[config.mk]
export PLATFORM = sky130hd
export DESIGN_NAME = game_seq_ctrl
export DESIGN_NICKNAME = d
export VERILOG_FILES = /design/src/rtl/game_pkg.sv /design/src/rtl/key_edge_det.sv /design/src/rtl/game_seq_ctrl.sv
export SDC_FILE = /design/constraint.sdc
export NUM_CORES = 1
export LEC_CHECK = 0
export ABC_AREA = 1
export CORE_ASPECT_RATIO = 1.25
export CORE_MARGIN = 2
export CORE_UTILIZATION = 41
export DETAILED_ROUTE_END_ITERATION = 10
export GPL_ROUTABILITY_DRIVEN = 0
export SLEW_MARGIN = 20
export SYNTH_ARGS = -nofsm -noshare
export SYNTH_HDL_FRONTEND = slang
export SYNTH_SLANG_ARGS = --single-unit
[constraint.sdc]
create_clock -name game_clk -period 3.69 [get_ports game_clk]
set_input_delay 0.738 -clock game_clk [delete_from_list [all_inputs] [get_ports game_clk]]
set_output_delay 0.738 -clock game_clk [all_outputs]
set_load 0.01 [all_outputs]
[src/rtl/game_pkg.sv]
// Shared state encodings, default round/timing constants and score saturation
// for the block-shooter round sequencer.
package game_pkg;

    typedef enum logic [2:0] {
        ST_IDLE  = 3'd0,
        ST_PLAY  = 3'd1,
        ST_FLASH = 3'd2,
        ST_CLEAR = 3'd3,
        ST_OVER  = 3'd4,
        ST_PAUSE = 3'd5
    } state_t;

    localparam logic [7:0]  DEF_BLOCK_HP    = 8'hB0;
    localparam logic [7:0]  DEF_HP_STEP     = 8'h10;
    localparam logic [15:0] DEF_ROUND_TICKS = 16'd3000;
    localparam logic [7:0]  DEF_FLASH_TICKS = 8'd30;
    localparam logic [7:0]  DEF_CLEAR_TICKS = 8'd90;
    localparam logic [3:0]  DEF_MAX_LEVEL   = 4'd9;
    localparam logic [11:0] SCORE_MAX       = 12'd4095;

    function automatic logic [11:0] score_add(input logic [11:0] s, input logic [3:0] lvl);
        logic [12:0] sum;
        sum = {1'b0, s} + {9'd0, lvl};
        return sum[12] ? SCORE_MAX : sum[11:0];
    endfunction

endpackage

[src/rtl/key_edge_det.sv]
// Key synchroniser: 2-FF sync of an active-low key, one-tick press pulse on 1->0.
// Latency: pulse visible two game_clk edges after the key falls.
// Backpressure: none; a press is a single-tick event and is never held.
module key_edge_det (
    input  logic game_clk,
    input  logic reset,
    input  logic key_n,
    output logic press
);

    // [0],[1] synchroniser stages, [2] previous synchronised level
    logic [2:0] sh;

    always_ff @(posedge game_clk or posedge reset) begin
        if (reset)
            sh <= 3'b111;
        else
            sh <= {sh[1:0], key_n};
    end

    assign press = sh[2] & ~sh[1];

endmodule

[src/rtl/game_seq_ctrl.sv]
// Round sequencer: phase FSM, block health, score, level, round timer; optional pause (GAME_PAUSE_EN).
// Latency: one game_clk per transition, presses act three edges after the key falls.
// Backpressure: none; hits outside PLAY (and during flash/pause) are dropped.
module game_seq_ctrl
    import game_pkg::*;
#(
    parameter logic [7:0]  BLOCK_HP    = DEF_BLOCK_HP,
    parameter logic [7:0]  HP_STEP     = DEF_HP_STEP,
    parameter logic [15:0] ROUND_TICKS = DEF_ROUND_TICKS,
    parameter logic [7:0]  FLASH_TICKS = DEF_FLASH_TICKS,
    parameter logic [7:0]  CLEAR_TICKS = DEF_CLEAR_TICKS,
    parameter logic [3:0]  MAX_LEVEL   = DEF_MAX_LEVEL
) (
    input  logic        game_clk,
    input  logic        reset,
    input  logic        start_n,
`ifdef GAME_PAUSE_EN
    input  logic        pause_n,
`endif
    input  logic        hit,
    output logic        run_en,
    output logic        flash,
    output logic [7:0]  block_hp,
    output logic [3:0]  level,
    output logic [11:0] score,
    output logic [15:0] time_left,
    output logic [2:0]  state
);

    state_t     st;
    logic [7:0] cnt;
    logic       start_press;
    logic [7:0] hp_after_hit;

    key_edge_det u_start_key (
        .game_clk (game_clk),
        .reset    (reset),
        .key_n    (start_n),
        .press    (start_press)
    );

`ifdef GAME_PAUSE_EN
    logic   pause_press;
    state_t saved_st;

    key_edge_det u_pause_key (
        .game_clk (game_clk),
        .reset    (reset),
        .key_n    (pause_n),
        .press    (pause_press)
    );
`endif

    assign hp_after_hit = (block_hp > HP_STEP) ? (block_hp - HP_STEP) : 8'd0;
    assign state        = st;

    always_ff @(posedge game_clk or posedge reset) begin
        if (reset) begin
            st        <= ST_IDLE;
            run_en    <= 1'b0;
            flash     <= 1'b0;
            block_hp  <= BLOCK_HP;
            level     <= 4'd1;
            score     <= 12'd0;
            time_left <= ROUND_TICKS;
            cnt       <= 8'd0;
`ifdef GAME_PAUSE_EN
            saved_st  <= ST_PLAY;
`endif
        end else begin
            case (st)
                ST_IDLE: begin
                    if (start_press) begin
                        st        <= ST_PLAY;
                        run_en    <= 1'b1;
                        level     <= 4'd1;
                        score     <= 12'd0;
                        block_hp  <= BLOCK_HP;
                        time_left <= ROUND_TICKS;
                    end
                end
                ST_PLAY: begin
`ifdef GAME_PAUSE_EN
                    if (pause_press) begin
                        saved_st <= ST_PLAY;
                        st       <= ST_PAUSE;
                        run_en   <= 1'b0;
                    end else
`endif
                    // A hit on the last timer tick still scores and wins the tick
                    if (hit) begin
                        block_hp  <= hp_after_hit;
                        score     <= score_add(score, level);
                        time_left <= (time_left != 16'd0) ? time_left - 16'd1 : 16'd0;
                        if (hp_after_hit == 8'd0) begin
                            st     <= ST_CLEAR;
                            cnt    <= CLEAR_TICKS;
                            run_en <= 1'b0;
                        end else begin
                            st    <= ST_FLASH;
                            cnt   <= FLASH_TICKS;
                            flash <= 1'b1;
                        end
                    end else if (time_left <= 16'd1) begin
                        time_left <= 16'd0;
                        st        <= ST_OVER;
                        run_en    <= 1'b0;
                    end else begin
                        time_left <= time_left - 16'd1;
                    end
                end
                ST_FLASH: begin
`ifdef GAME_PAUSE_EN
                    if (pause_press) begin
                        saved_st <= ST_FLASH;
                        st       <= ST_PAUSE;
                        run_en   <= 1'b0;
                        flash    <= 1'b0;
                    end else
`endif
                    if (time_left <= 16'd1) begin
                        time_left <= 16'd0;
                        st        <= ST_OVER;
                        run_en    <= 1'b0;
                        flash     <= 1'b0;
                    end else begin
                        time_left <= time_left - 16'd1;
                        if (cnt == 8'd1) begin
                            st    <= ST_PLAY;
                            flash <= 1'b0;
                        end else begin
                            cnt <= cnt - 8'd1;
                        end
                    end
                end
                ST_CLEAR: begin
                    if (cnt == 8'd1) begin
                        if (level == MAX_LEVEL) begin
                            st <= ST_OVER;
                        end else begin
                            st        <= ST_PLAY;
                            run_en    <= 1'b1;
                            level     <= level + 4'd1;
                            block_hp  <= BLOCK_HP;
                            time_left <= ROUND_TICKS;
                        end
                    end else begin
                        cnt <= cnt - 8'd1;
                    end
                end
                ST_OVER: begin
                    // Score stays visible until the next game starts
                    if (start_press) begin
                        st        <= ST_IDLE;
                        run_en    <= 1'b0;
                        flash     <= 1'b0;
                        block_hp  <= BLOCK_HP;
                        level     <= 4'd1;
                        time_left <= ROUND_TICKS;
                        cnt       <= 8'd0;
                    end
                end
`ifdef GAME_PAUSE_EN
                ST_PAUSE: begin
                    if (pause_press) begin
                        st     <= saved_st;
                        run_en <= 1'b1;
                        flash  <= (saved_st == ST_FLASH);
                    end
                end
`endif
                default: begin
                    st     <= ST_IDLE;
                    run_en <= 1'b0;
                    flash  <= 1'b0;
                end
            endcase
        end
    end

endmodule

==> results.sh, run 1 <==
export IMPL_setup_ws_ps=1440
export IMPL_cpMaxStageDelayCell="dfstp_2"
export IMPL_antenna_found_initial=0
export IMPL_regArea_um2=1420
export IMPL_ctsResizeCount=0
export IMPL_initial_core_util_pct=41.7
export IMPL_critPathBufInv=1
export IMPL_first_pass_iters=4
export IMPL_peakVddDrop_mv=0.491
export IMPL_fmax_ghz=0.444
export IMPL_cts_max_path_buffers=2
export IMPL_finalSetupViolCount=0
export IMPL_nNetsFinal=559
export IMPL_mostFrequentLayoutCell="nand2_1"
export IMPL_hold_class="flop to flop"
export IMPL_pre_cts_slack_ps=1340
export IMPL_timing_hold_ws_ps=364
export IMPL_grt_start_max_net_pins=57
export IMPL_finalInstanceArea_um2=4340
export IMPL_drive_gt1_share_pct=9.39
export IMPL_placed_cell_area_um2=4180
export IMPL_instances_no_fill=663
export IMPL_layout_common_cells="136 x nand2_1, 64 x nor2_1, 53 x nand3_1"
export IMPL_ys_ff_latch=56
export IMPL_leakage_nw=2.06
export IMPL_synth_async_reset_ratio_pct=100
export IMPL_relSlewSlack_pct=51.0
export IMPL_num_vias=3292
export IMPL_cts_tree="done"
export IMPL_num_antenna_cells=0
export IMPL_hold_viol_final=0
export IMPL_period_share_pct=61.0
export IMPL_netlist_area_um2=3590
export IMPL_first_iter_violations=144
export IMPL_core_rowCount=38
export IMPL_drv_slew=0
export IMPL_die_x_um=87.7
export IMPL_synth_largest_area_cell="dfrtp_1"
export IMPL_cts_hold_buf=0
export IMPL_io_pins=49
export IMPL_overflow=0
export IMPL_wl_per_cell_um=12.7
export IMPL_crit_type="flop to output port"
export IMPL_path_clk_slew_ps=110
export IMPL_multi_input_area_um2=1900
export IMPL_postSynthNetCount=508
export IMPL_fin_worst_skew_ps=12.2
export IMPL_clkLatencyLatePin_ps=310
export IMPL_clock_sinks=56
export IMPL_via_per_inst=4.97
export IMPL_h_tree_depth=2
export IMPL_min_period_ps=2250
export IMPL_synthFlopType="dfrtp_1"
export IMPL_syn_avg_cell_area_um2=7.31
export IMPL_ant_nets=0
export IMPL_postSynthCellCount=491
export IMPL_cp_arrival_ps=1510
export IMPL_dp_cells=655
export IMPL_routed_wirelength_mm=8.40
export IMPL_die_h_um=109
export IMPL_crit_chain="clkdlybuf4s50_1"
export IMPL_cts_root_buf="clkbuf_8"
export IMPL_place_hpwl_mm=6.12
export IMPL_cp_required_ps=2950
export IMPL_post_cts_buffers=0
export IMPL_tns_ps=0
export IMPL_tightest_slew_ps=736
export IMPL_yosys_warnings=0
export IMPL_n_fill_cell=851
export IMPL_synth_edff_count=0
export IMPL_core_um2=8610
export IMPL_cp_top_family="flip-flops"
export IMPL_fin_util_pct=50.5
export IMPL_track_usage_pct=18.4
export IMPL_portBuffers=48
export IMPL_yosys_top_cells_area="dfrtp_1 29%, nand2_1 14%, dfstp_2 10%"
export IMPL_cp_max_fo=7
export IMPL_grt_first_pass_wirelength_mm=14.1
export IMPL_slowest_delay_ps=640
export IMPL_power_total_mw=3.50
export IMPL_rsz0062_at_grt="no"
export IMPL_drc_errors=0
export IMPL_cts_made_buffers=5
export IMPL_worst_setup_path_start_kind="flop"
export IMPL_grt_pass1_vias=3074
export IMPL_crit_path_end_kind="output port"
export IMPL_synth_seq_area_share_pct=39.5
export IMPL_netlist_area_leader_share_pct=29.3
export IMPL_outcome="finished, final reports clean"
export IMPL_yosysUniqueCellTypes=39
export IMPL_die_area_um2=9520
export IMPL_p_per_area_nw_per_um2=805
export IMPL_area_growth_pct=21.0
export IMPL_maxCapViolations=0
## path summary, 6_finish.rpt
kind | from | to | slack (ps) | cells past startpoint
hold / removal | u_start_key.sh[0] | u_start_key.sh[1] | 360 | 0
min in group asynchronous | reset | level[1] | 940 | 3
setup / recovery | level[0] | level[0] | 1440 | 1
max in group asynchronous | reset | flash | 2260 | 3
hold reg to reg | u_start_key.sh[0] | u_start_key.sh[1] | 360 | 0
setup reg to reg | level[0] | score[6] | 1460 | 8
## cell type report
cell class | count | area share [%]
Clock buffer | 5 | 1.59
Clock inverter | 3 | 2.07
Inverter | 57 | 4.99
Multi-Input combinational cell | 372 | 43.8
Sequential cell | 56 | 32.7
Tap cell | 120 | 3.46
Timing Repair Buffer | 50 | 11.4
## cell families (layout without fill, tap and decap cells)
family / count (synthesis) / in the layout / synth area share (%)
AND/OR/NAND/NOR: 279 / 279 / 33.2
buffers and inverters: 63 / 115 / 7.46
AO/OA/AOI/OAI: 62 / 62 / 10.6
flip-flops: 56 / 56 / 39.5
XOR/XNOR: 18 / 18 / 4.39
adder cells (fa/ha/maj): 13 / 13 / 4.74
## power breakdown
part | total [mW] | leakage (nW) | switching (mW) | internal (mW)
logic | 1.86 | 1.28 | 1.11 | 0.743
clock network | 0.547 | 0.0784 | 0.208 | 0.339
registers | 1.09 | 0.703 | 0.248 | 0.846
total | 3.50 | 2.06 | 1.57 | 1.93
## synth_stat cells (6+ instances only)
cell type / instances
ha_1: 12
dfstp_2: 14
nand4_1: 6
o21ai_1: 7
inv_1: 51
dfrtp_1: 42
nand2_1: 136
nand3_1: 53
xor2_1: 12
nor2_1: 64
xnor2_1: 6
a21oi_1: 15
o21ai_0: 19
## registers in the layout, summed over array words and instances, names as in the netlist
| register | flops |
|---|---|
| block_hp | 8 |
| cnt | 8 |
| flash | 1 |
| level | 4 |
| run_en | 1 |
| score | 12 |
| state | 3 |
| time_left | 16 |
| u_start_key.sh | 3 |
## layer usage
metal	track usage, %	part of all wire [%]
met5	0	0
met1	24.1	46
met2	31.2	48
met3	2.82	3.5
met4	5.49	1.8
(Power assumes the default switching activity.)
==> run 2: changes to the inputs <==
==> constraint.sdc (replaced) <==
create_clock -name game_clk -period 2.2 [get_ports game_clk]
set_input_delay 0.44 -clock game_clk [delete_from_list [all_inputs] [get_ports game_clk]]
set_output_delay 0.44 -clock game_clk [all_outputs]
set_load 0.01 [all_outputs]
==> run 2 against run 1 <==
Net effect: sequential share of layout area decreased by 0.32 points; register-to-register slack got worse by 1300 ps; design area increased by 0.98%.
==> results.sh, run 2 (synthesis gave the netlist of run 1 again) <==
export IMPL_outcome="finished, final reports clean"
export IMPL_die_area_um2=9520
export IMPL_portBuffers=48
export IMPL_h_tree_depth=2
export IMPL_leakage_nw=2.09
export IMPL_rsz0062_at_grt="no"
export IMPL_cts_max_path_buffers=2
export IMPL_hold_class="flop to flop"
export IMPL_path_clk_slew_ps=100
export IMPL_cts_hold_buf=0
export IMPL_die_x_um=87.7
export IMPL_largest_reg_flops=16
export IMPL_maxCapViolations=0
export IMPL_cts_root_buf="clkbuf_8"
export IMPL_worst_setup_path_start_kind="flop"
export IMPL_num_vias=3319
export IMPL_tns_ps=0
export IMPL_die_h_um=109
export IMPL_cp_top_family="simple AND/OR/NAND/NOR gates"
export IMPL_track_usage_pct=19.2
export IMPL_grt_first_pass_wirelength_mm=14.7
export IMPL_core_rowCount=38
export IMPL_grt_pass1_vias=3300
export IMPL_cts_tree="done"
export IMPL_via_per_inst=4.95
export IMPL_n_fill_cell=863
export IMPL_drv_slew=0
export IMPL_clkLatencyLatePin_ps=310
export IMPL_mostFrequentLayoutCell="nand2_1"
export IMPL_overflow=0
export IMPL_first_iter_violations=122
export IMPL_multi_input_area_um2=1910
export IMPL_place_hpwl_mm=6.33
export IMPL_placed_cell_area_um2=4250
export IMPL_crit_path_end_kind="flop"
export IMPL_tightest_slew_ps=554
export IMPL_cp_required_ps=2410
export IMPL_fin_worst_skew_ps=6.70
export IMPL_peakVddDrop_mv=0.593
export IMPL_drc_errors=0
export IMPL_first_pass_iters=4
export IMPL_cts_made_buffers=5
export IMPL_crit_top_cell="nand2_1"
export IMPL_crit_chain="inv_1, ha_1, nand2_1, nor2_2, nand2_1, nand3_1, nand2_1, nand2_2, inv_1, nand2_1, nand2_1"
export IMPL_layout_common_cells="136 x nand2_1, 64 x nor2_1, 52 x nand3_1"
export IMPL_antenna_found_initial=0
export IMPL_top_register="time_left"
export IMPL_p_per_area_nw_per_um2=1320
export IMPL_regArea_um2=1420
export IMPL_cpMaxStageDelayCell="dfrtp_1"
export IMPL_drive_gt1_share_pct=10.7
export IMPL_grt_start_max_net_pins=57
export IMPL_critPathBufInv=2
export IMPL_io_pins=49
export IMPL_area_growth_pct=22.2
export IMPL_relSlewSlack_pct=62.8
export IMPL_finalSetupViolCount=0
export IMPL_num_antenna_cells=0
export IMPL_hold_viol_final=0
export IMPL_core_um2=8610
export IMPL_min_period_ps=2030
export IMPL_initial_core_util_pct=41.7
export IMPL_routed_wirelength_mm=8.64
export IMPL_reg_top3="time_left x16, score x12"
export IMPL_cp_arrival_ps=2230
export IMPL_slowest_delay_ps=410
export IMPL_period_share_pct=92.1
export IMPL_ctsResizeCount=0
export IMPL_post_cts_buffers=0
export IMPL_crit_type="flop to flop"
export IMPL_cp_max_fo=15
export IMPL_finalInstanceArea_um2=4380
export IMPL_nNetsFinal=566
export IMPL_ant_nets=0
export IMPL_wl_per_cell_um=12.9
export IMPL_fmax_ghz=0.494
export IMPL_clock_sinks=56
-- run 2: area by class of cell --
cell class | instances | share of cell area [%]
Sequential cell | 56 | 32.4
Inverter | 57 | 4.94
Tap cell | 120 | 3.42
Clock buffer | 7 | 2.20
Timing Repair Buffer | 57 | 12.8
Multi-Input combinational cell | 372 | 43.6
Clock inverter | 1 | 0.685
-- run 2: layer usage --
metal	global-route usage [%]	wire length, µm	vias to the layer above
li1	-	-	1686
met2	33.1	4200	73
met4	6.70	205	0
met1	24.1	3920	1541
met3	3.05	311	19
met5	0	0	-
-- run 2: final timing paths --
kind                       cells past startpoint               from  slack [ps]           endpoint
max reg2reg                                   11       time_left[0]         170             cnt[2]
max in group asynchronous                      3              reset        1400        block_hp[4]
min in group asynchronous                      3              reset         490           level[2]
max                                           11       time_left[0]         170             cnt[2]
min                                            0  u_start_key.sh[0]         360  u_start_key.sh[1]
min reg2reg                                    0  u_start_key.sh[0]         360  u_start_key.sh[1]
-- run 2: where the power goes --
group          internal, mW  switching, mW  total [mW]
Combinational          1.30           1.91        3.21
Clock                 0.402          0.344       0.747
Sequential             1.42          0.407        1.83
Total                  3.12           2.66        5.78
-- run 2: metrics by stage --
stage,power (mW),setup slack (ps),cells,hold WS [ps],utilization (%)
global route,6.29,4.20,670,372,50.9
finish,5.78,175,670,361,50.9
floorplan,3.99,347,491,345,-
CTS,5.82,92.2,670,364,50.8
global placement,4.99,215,662,346,49.4
detailed placement,5.04,123,662,348,49.4
-- run 2: worst register-to-register path: cells and delay by family, from the launching register on --
| family | cells | cell delay (ps) |
|---|---|---|
| flops | 1 | 410 |
| simple gates | 8 | 1060 |
| fa+ha+maj | 1 | 210 |
| buf+inv | 2 | 260 |
